$ cat src/rtl/cdc_rsp_pkg.sv
// Shared constants and FSM state encoding for the cdc_reg_responder byte-command block.
package cdc_rsp_pkg;

    localparam logic [7:0] CMD_RD  = 8'h52;
    localparam logic [7:0] CMD_WR  = 8'h57;
    localparam logic [7:0] RSP_ACK = 8'h06;
    localparam logic [7:0] RSP_NAK = 8'h15;

    typedef enum logic [1:0] {
        ST_IDLE = 2'd0,
        ST_ADDR = 2'd1,
        ST_DATA = 2'd2,
        ST_RESP = 2'd3
    } cdc_rsp_state_e;

endpackage

$ cat src/rtl/cdc_reg_responder.sv
// cdc_reg_responder: decodes 'R' addr / 'W' addr data commands from the usb_cdc OUT
// byte stream and returns exactly one reply byte per command on the IN stream.
// Optional inter-byte timeout is compiled in with the CDC_RSP_TIMEOUT_EN macro.
//
// Handshake rule (both streams): a byte moves on a posedge where valid and ready are
// both high; in_data_o is held stable while in_valid_o is high and in_ready_i is low.
module cdc_reg_responder
    import cdc_rsp_pkg::*;
#(
    parameter int unsigned NREGS       = 16,
    parameter logic [7:0]  ID_VALUE    = 8'hC5,
    parameter int unsigned TIMEOUT_CYC = 12000
) (
    input  logic               clk_i,
    input  logic               rstn_i,
    input  logic [7:0]         out_data_i,
    input  logic               out_valid_i,
    output logic               out_ready_o,
    output logic [7:0]         in_data_o,
    output logic               in_valid_o,
    input  logic               in_ready_i,
    output logic [NREGS*8-1:0] regs_o,
    output logic [1:0]         dbg_state_o
);

    cdc_rsp_state_e            state_q, state_d;
    logic                      cmd_wr_q, cmd_wr_d;
    logic [7:0]                addr_q, addr_d;
    logic [7:0]                rsp_q, rsp_d;
    logic [NREGS-1:1][7:0]     regs_q, regs_d;
    logic                      out_ready_q;
    logic                      byte_acc;
    logic [7:0]                rd_val;
    logic [NREGS-1:1]          wr_sel;
    logic                      wr_ok;
    logic                      tmo_hit;

    assign byte_acc = out_valid_i & out_ready_q;

    // Read mux for the address byte currently on the bus; full 8-bit compare, no aliasing.
    always_comb begin
        rd_val = RSP_NAK;
        if (out_data_i == 8'h00) begin
            rd_val = ID_VALUE;
        end
        for (int k = 1; k < int'(NREGS); k++) begin
            if (out_data_i == k[7:0]) begin
                rd_val = regs_q[k];
            end
        end
    end

    // Write decode for the latched address; register 0 and out-of-range never match.
    always_comb begin
        wr_sel = '0;
        for (int k = 1; k < int'(NREGS); k++) begin
            if (addr_q == k[7:0]) begin
                wr_sel[k] = 1'b1;
            end
        end
    end
    assign wr_ok = |wr_sel;

`ifdef CDC_RSP_TIMEOUT_EN
    localparam int unsigned TW = $clog2(TIMEOUT_CYC + 1);
    logic [TW-1:0] tmo_q, tmo_d;

    // Idle-cycle counter while a command is partially received; any accepted byte clears it.
    always_comb begin
        tmo_d   = '0;
        tmo_hit = 1'b0;
        if ((state_q == ST_ADDR || state_q == ST_DATA) && !byte_acc) begin
            if (tmo_q == TW'(TIMEOUT_CYC - 1)) begin
                tmo_hit = 1'b1;
            end else begin
                tmo_d = tmo_q + TW'(1);
            end
        end
    end

    // Timeout counter register.
    always_ff @(posedge clk_i or negedge rstn_i) begin
        if (!rstn_i) begin
            tmo_q <= '0;
        end else begin
            tmo_q <= tmo_d;
        end
    end
`else
    logic unused_tmo;
    assign tmo_hit    = 1'b0;
    assign unused_tmo = (TIMEOUT_CYC == 0);
`endif

    // Command FSM next-state, reply byte and register-file update.
    always_comb begin
        state_d  = state_q;
        cmd_wr_d = cmd_wr_q;
        addr_d   = addr_q;
        rsp_d    = rsp_q;
        regs_d   = regs_q;
        unique case (state_q)
            ST_IDLE: begin
                if (byte_acc) begin
                    if (out_data_i == CMD_RD || out_data_i == CMD_WR) begin
                        cmd_wr_d = (out_data_i == CMD_WR);
                        state_d  = ST_ADDR;
                    end else begin
                        rsp_d   = RSP_NAK;
                        state_d = ST_RESP;
                    end
                end
            end
            ST_ADDR: begin
                if (byte_acc) begin
                    addr_d = out_data_i;
                    if (cmd_wr_q) begin
                        state_d = ST_DATA;
                    end else begin
                        rsp_d   = rd_val;
                        state_d = ST_RESP;
                    end
                end else if (tmo_hit) begin
                    state_d = ST_IDLE;
                end
            end
            ST_DATA: begin
                if (byte_acc) begin
                    if (wr_ok) begin
                        for (int k = 1; k < int'(NREGS); k++) begin
                            if (wr_sel[k]) begin
                                regs_d[k] = out_data_i;
                            end
                        end
                        rsp_d = RSP_ACK;
                    end else begin
                        rsp_d = RSP_NAK;
                    end
                    state_d = ST_RESP;
                end else if (tmo_hit) begin
                    state_d = ST_IDLE;
                end
            end
            ST_RESP: begin
                if (in_ready_i) begin
                    state_d = ST_IDLE;
                end
            end
            default: state_d = ST_IDLE;
        endcase
    end

    // State registers; out_ready is registered so it is low during reset and drops
    // on the same edge that accepts a command's final byte.
    always_ff @(posedge clk_i or negedge rstn_i) begin
        if (!rstn_i) begin
            state_q     <= ST_IDLE;
            cmd_wr_q    <= 1'b0;
            addr_q      <= 8'h00;
            rsp_q       <= 8'h00;
            regs_q      <= '0;
            out_ready_q <= 1'b0;
        end else begin
            state_q     <= state_d;
            cmd_wr_q    <= cmd_wr_d;
            addr_q      <= addr_d;
            rsp_q       <= rsp_d;
            regs_q      <= regs_d;
            out_ready_q <= (state_d != ST_RESP);
        end
    end

    assign out_ready_o = out_ready_q;
    assign in_valid_o  = (state_q == ST_RESP);
    assign in_data_o   = rsp_q;
    // Register 0 is the read-only ID, not a control; its slot on regs_o reads as zero.
    assign regs_o      = {regs_q, 8'h00};
    assign dbg_state_o = state_q;

endmodule

$ cat config.mk
export PLATFORM = sky130hd
export DESIGN_NAME = cdc_reg_responder
export DESIGN_NICKNAME = d
export VERILOG_FILES = /design/src/rtl/cdc_rsp_pkg.sv /design/src/rtl/cdc_reg_responder.sv
export SDC_FILE = /design/constraint.sdc
export NUM_CORES = 1
export LEC_CHECK = 0
export CORE_MARGIN = 1
export CORE_UTILIZATION = 55
export CTS_CLUSTER_DIAMETER = 40
export DETAILED_ROUTE_END_ITERATION = 8
export PLACE_DENSITY_LB_ADDON = 0.25
export SLEW_MARGIN = 20
export SYNTH_ARGS = -nofsm -noshare
export SYNTH_HDL_FRONTEND = slang
export SYNTH_SLANG_ARGS = --single-unit
$ cat constraint.sdc
create_clock -name clk_i -period 6.5 [get_ports clk_i]
set_input_delay 0.975 -clock clk_i [delete_from_list [all_inputs] [get_ports clk_i]]
set_output_delay 0.975 -clock clk_i [all_outputs]
set_load 0.01 [all_outputs]
==> impl_results.md, run 1 <==
* Outcome: completed
* Placed cell areas at 0.00856 mm2
* Top_reg_cell synth: dfrtp_1
* DR iter-0 viols at 530
* Slew HR at 27.3%
* Power Density at 340 mW/mm2
* Row cnt at 41
* Die Y-Extent at 116 um
* Seq cells post-synth at 140
* Hold Fails Final Rpt at 0
* Peak supply drop at 0.000211 V
* Setup Skew at 0.00962 ns
* Synth warn at 0
* Setup crit start kind: input pin
* Antenna diode count at 0
* Clock Tree Buf Depth at 2
* DR DRC count at 0
* Post-synthesis cell area at 0.00712 mm2
* Post-CTS setup buffers at 0
* Ports at 152
* Asr flop ratio synth at 100%
* Worst slew pin tran at 1.09 ns
* Reg-to-reg startpoint: dbg_state_o[0]
* Fillers at 886
* R2R depth at 7
* Gr usage total at 34.7%
* Area Growth Syn to Fin at 29.0%
* CTS clock-pin slew for the worst setup and hold paths at 0.06 ns
* Final min period at 3.56 ns
* Vias in the first global route at 5,703
* Dpl hpwl at 15.1 mm
* Fmax at 281 MHz
* Drt wl/cell at 24.6 um
* Post-CTS resize count at 0
* Fin crit share at 54.8%
* Sequential-to-total area share from yosys stat at 49.2%
* Worst flop-to-flop path endpoint: regs_o[94]
* Critical path endpoint category: flip-flop
* Placer Congestion at 0.934
* Clock Root Buffer: clkbuf_16
* Post-route cell area at 0.00918 mm2
* Share of cells above drive strength 1 at 27.8%
* Path type of the worst min-delay path: reg2reg
* Post-Syn Instances at 587
* Final ANT Viol Nets at 0
* Drt first pass iters at 5
* Routed vias at 5,599
* Setup_tns at 0 ns
* Largest net degree at the start of global routing at 73
* Unrepaired setup endpoints after global routing: no
* Hold Path End: regs_o[54]
* Max-cap violation count at 0
* Gr ovfl total at 0
* Critical path origin: out_data_i[6]
* Pleak at 4.08 nW
* Hold-fix buffers, CTS at 0
* Antenna violations before repair at 0
* Layout Utilization at 72.8%
* Final setup viols at 0
* Clock Latency Late Sink at 0.43 ns
* Routed WL at 22.1 mm
* Crit path DAT at 3.82 ns
* CTS tree: yes
* Crit-path max FO at 19
* Hold Crit Depth at 1
* DR vias/cell at 6.25
* Hold Path Origin: regs_o[54]
* Syn_area_per_cell at 12.1 um2
* Port Buf Inserts at 143
* First-pass GRT wire length at 33.4 mm
* Core area at 0.0126 mm2
* Kind of critical path: in2reg
* Initial Util at 56.4%
* Die X at 116 um
* Post-synth EDFFs at 0
* Sink Count at 140
* Final Max Slew Viols at 0
* Critical Path RT at 6.76 ns
* Final layout net count at 730
* Distinct cell type count after synthesis at 69
* Max H-tree Level at 4
* CTS buffer count at 17
* Reg-to-reg setup timing slack at 3.41 ns
* Total power at 3.12 mW
* Die area at 0.0134 mm2
state kept, by name (all words and copies together) (netlist names):
register     flops
out_ready_o      1
in_data_o        8
addr_q           8
dbg_state_o      2
regs_o         120
cmd_wr_q         1
layout by cell type, fill, tap and decap left out, drive strengths merged, types with 5 or more instances in the layout:
cell / n
a211oi: 6
a21oi: 10
a22oi: 5
a31oi: 10
buf: 10
clkbuf: 20
clkdlybuf4s50: 139
clkinv: 6
conb: 8
dfrtp: 140
ha: 6
inv: 14
mux2: 134
mux2i: 18
nand2: 26
nand2b: 13
nand3: 10
nor2: 24
nor2b: 13
nor3: 7
nor4: 7
o21ai: 22
o22ai: 6
logic make-up (layout without fill, tap and decap cells):
logic type	count (synthesis)	in the layout	share of synthesized area, %
AO/OA/AOI/OAI	101	101	10.2
XOR/XNOR	1	1	0.123
adder cells (fa/ha/maj)	6	6	1.06
buffers and inverters	65	195	4.47
flip-flops	140	140	49.2
multiplexers	156	156	25.0
other	1	8	0.0527
AND/OR/NAND/NOR	117	117	9.85
stage by stage:
stage | setup slack [ns] | std cells | hold WS, ns
3_5_place_dp | 2.64 | 865 | 0.516
6_report | 2.94 | 896 | 0.532
4_1_cts | 3.01 | 896 | 0.533
5_1_grt | 2.93 | 896 | 0.546
3_3_place_gp | 2.72 | 865 | 0.510
2_1_floorplan | 3.97 | 594 | 0.500
cell type report:
cell class,count,area (um2),share of cell area (%)
inverters,15,56.3,0.613
multi-input cells,389,3320,36.2
clock buffers,20,457,4.97
well taps,172,215,2.34
flip-flops and latches,140,3500,38.2
repair buffers,149,1460,15.9
clock inverters,11,168,1.83
per-layer routing:
metal / part of all wire, % / GRT usage [%]
met4: 3.3 / 14.5
met1: 41 / 45.2
met3: 7.5 / 8.47
met2: 48 / 55.6
met5: 0 / 0
how the worst max path moves through the flow:
stage              endpoint  depth (start not counted)
6_report       in_data_o[4]                          6
5_1_grt        in_data_o[4]                          6
4_1_cts        in_data_o[4]                          6
3_5_place_dp   in_data_o[4]                          6
3_3_place_gp   in_data_o[0]                          6
2_1_floorplan  in_data_o[2]                          7
critical path, cell delays in order:
cell and delay, ns:
clkdlybuf4s50_1 0.93, or4_4 0.84, nor3_2 0.54, a211oi_1 0.18, o21ai_0 0.20, a31oi_1 0.15
cell usage after synthesis (all sizes together), types with 7 or more instances:
master / count / area share (%)
mux2i: 18 / 2.5
inv: 14 / 0.74
nor3: 7 / 0.88
buf: 30 / 2.6
nand2b: 13 / 1.1
clkbuf: 20 / 1.1
dfrtp: 140 / 49
mux2: 134 / 21
nor2b: 13 / 1.1
nor4: 7 / 0.91
nand3: 10 / 0.77
a31oi: 10 / 0.88
nor2: 24 / 1.6
o21ai: 22 / 1.5
a21oi: 10 / 0.70
nand2: 26 / 1.4
power by group:
group,internal (mW),switching [mW]
clock network,0.659,0.367
logic,0.470,0.435
registers,1.03,0.160
total,2.16,0.963
(Power assumes the default switching activity.)
==> inputs of run 2 (changes only) <==
--- a/config.mk
+++ b/config.mk
@@ -6,7 +6,7 @@
 export NUM_CORES = 1
 export LEC_CHECK = 0
 export CORE_MARGIN = 1
-export CORE_UTILIZATION = 55
+export CORE_UTILIZATION = 46
 export CTS_CLUSTER_DIAMETER = 40
 export DETAILED_ROUTE_END_ITERATION = 8
 export PLACE_DENSITY_LB_ADDON = 0.25
==> constraint.sdc (replaced) <==
create_clock -name clk_i -period 3 [get_ports clk_i]
set_input_delay 0.45 -clock clk_i [delete_from_list [all_inputs] [get_ports clk_i]]
set_output_delay 0.45 -clock clk_i [all_outputs]
set_load 0.01 [all_outputs]
==> run 2 against run 1 <==
  * Critical path type is now reg2reg
  * Highest routed layer unchanged
  * Worst setup slack lost 2.7 ns
  * Design area is 3.1% higher
  * Register-to-register slack lost 3.2 ns
  * First-iteration DRC count increased by 4.0%
  * Non-clock buffer count rose by 26
  * Largest cell class unchanged
==> impl_results.md, run 2 (same netlist as run 1, synthesis figures left out) <==
* Die Y-Extent at 126 um
* Routed vias at 5,778
* Pleak at 4.24 nW
* Core area at 0.0151 mm2
* CTS clock-pin slew for the worst setup and hold paths at 0.06 ns
* Gr usage total at 28.9%
* Kind of critical path: reg2reg
* Setup Skew at 0.00685 ns
* Dpl hpwl at 15.2 mm
* Power Density at 725 mW/mm2
* Antenna violations before repair at 0
* Final Max Slew Viols at 0
* Setup_tns at 0 ns
* Max H-tree Level at 4
* Drt first pass iters at 6
* Final min period at 2.76 ns
* Final setup viols at 0
* Met2 usage in global routing at 44.6%
* Row cnt at 45
* Die area at 0.0160 mm2
* Port Buf Inserts at 143
* Slew HR at 53.6%
* Largest net degree at the start of global routing at 74
* Vias in the first global route at 5,863
* Clock Root Buffer: clkbuf_16
* Setup crit start kind: flip-flop
* DR iter-0 viols at 551
* Post-CTS resize count at 0
* First-pass GRT wire length at 34.3 mm
* Clock Tree Buf Depth at 2
* Crit path DAT at 3.07 ns
* DP Cell Count at 907
* Met1 Use GR at 38.7%
* Die X at 126 um
* Share of cells above drive strength 1 at 30.1%
* DR DRC count at 0
* Sink Count at 140
* Final ANT Viol Nets at 0
* Gr busiest metal: met2
* Path type of the worst min-delay path: in2async
* Fin cells at 939
* Crit-path max FO at 8
* Worst slew pin tran at 0.696 ns
* Area Growth Syn to Fin at 33.1%
* GR Layer Usage met3 at 7.97%
* Hold Fails Final Rpt at 0
* Fin crit share at 92.0%
* Critical Path RT at 3.31 ns
* Most frequent cells in the layout: 140 x dfrtp_1, 140 x clkdlybuf4s50_1, 134 x mux2_2
* Routed WL at 21.9 mm
* Drt wl/cell at 23.4 um
* Initial Util at 47.0%
* DR vias/cell at 6.15
* Critical path endpoint category: flip-flop
* Max-cap violation count at 0
* CTS tree: yes
* Placer Congestion at 0.908
* CTS buffer count at 17
* Hold-fix buffers, CTS at 0
* Final layout net count at 756
* Ports at 152
* Fmax at 362 MHz
* Peak supply drop at 0.000434 V
* Unrepaired setup endpoints after global routing: no
* Outcome: completed
* Max reg flops at 120
* Antenna diode count at 0
* Gr ovfl total at 0
* Clock Latency Late Sink at 0.43 ns
* Post-CTS setup buffers at 0
-- run 2: layer usage --
layer | vias up | wire length, um
met3 | 54 | 1770
li1 | 2459 | -
met1 | 2938 | 9360
met5 | - | 0
met4 | 0 | 663
met2 | 327 | 10100
-- run 2: area by class of cell --
cell class	instances	area (um2)
tap	188	235
inverter	15	56.3
clock buffer	20	447
fill	1162	5680
multi-input combinational	389	3320
clock inverter	12	194
timing repair buffer	175	1710
sequential	140	3500
-- run 2: worst paths after layout --
path,from,end,slack [ns],cells after the start
max in group asynchronous,rstn_i,regs_o[36],2.24,2
worst min-delay path,rstn_i,dbg_state_o[1],0.03,1
min in group clk_i,regs_o[70],regs_o[70],0.52,1
worst max-delay path,dbg_state_o[0],regs_o[18],0.24,7
worst min register to register,regs_o[70],regs_o[70],0.52,1
worst max register to register,dbg_state_o[0],regs_o[18],0.24,7
-- run 2: power by group --
| part | leakage (nW) | internal [mW] | total (mW) | switching, mW |
|---|---|---|---|---|
| Combinational | 2.03 | 1.05 | 1.97 | 0.917 |
| Clock | 0.310 | 1.49 | 2.30 | 0.812 |
| Sequential | 1.90 | 2.24 | 2.60 | 0.358 |
| Total | 4.24 | 4.78 | 6.86 | 2.09 |
-- run 2: critical path: stages, from the launching register on --
cell	delay, ns
dfrtp_1	0.44
inv_1	0.15
ha_1	0.31
inv_1	0.13
nor3b_2	0.40
nand3b_1	0.23
nor2_2	0.58
mux2_2	0.40
-- run 2: metrics by stage --
stage | instance area (um2) | total power [mW] | hold slack (ns) | setup WS, ns | utilization [%]
after floorplan | 7140 | 3.60 | 0.154 | 0.804 | -
after global placement | 8830 | 4.51 | 0.509 | 0.246 | 58.3
after detailed placement | 8830 | 4.56 | 0.512 | 0.192 | 58.3
after CTS | 9470 | 6.87 | 0.0623 | 0.301 | 62.5
after global routing | 9470 | 7.16 | 0.0743 | 0.103 | 62.5
final | 9470 | 6.86 | 0.0323 | 0.240 | 62.5
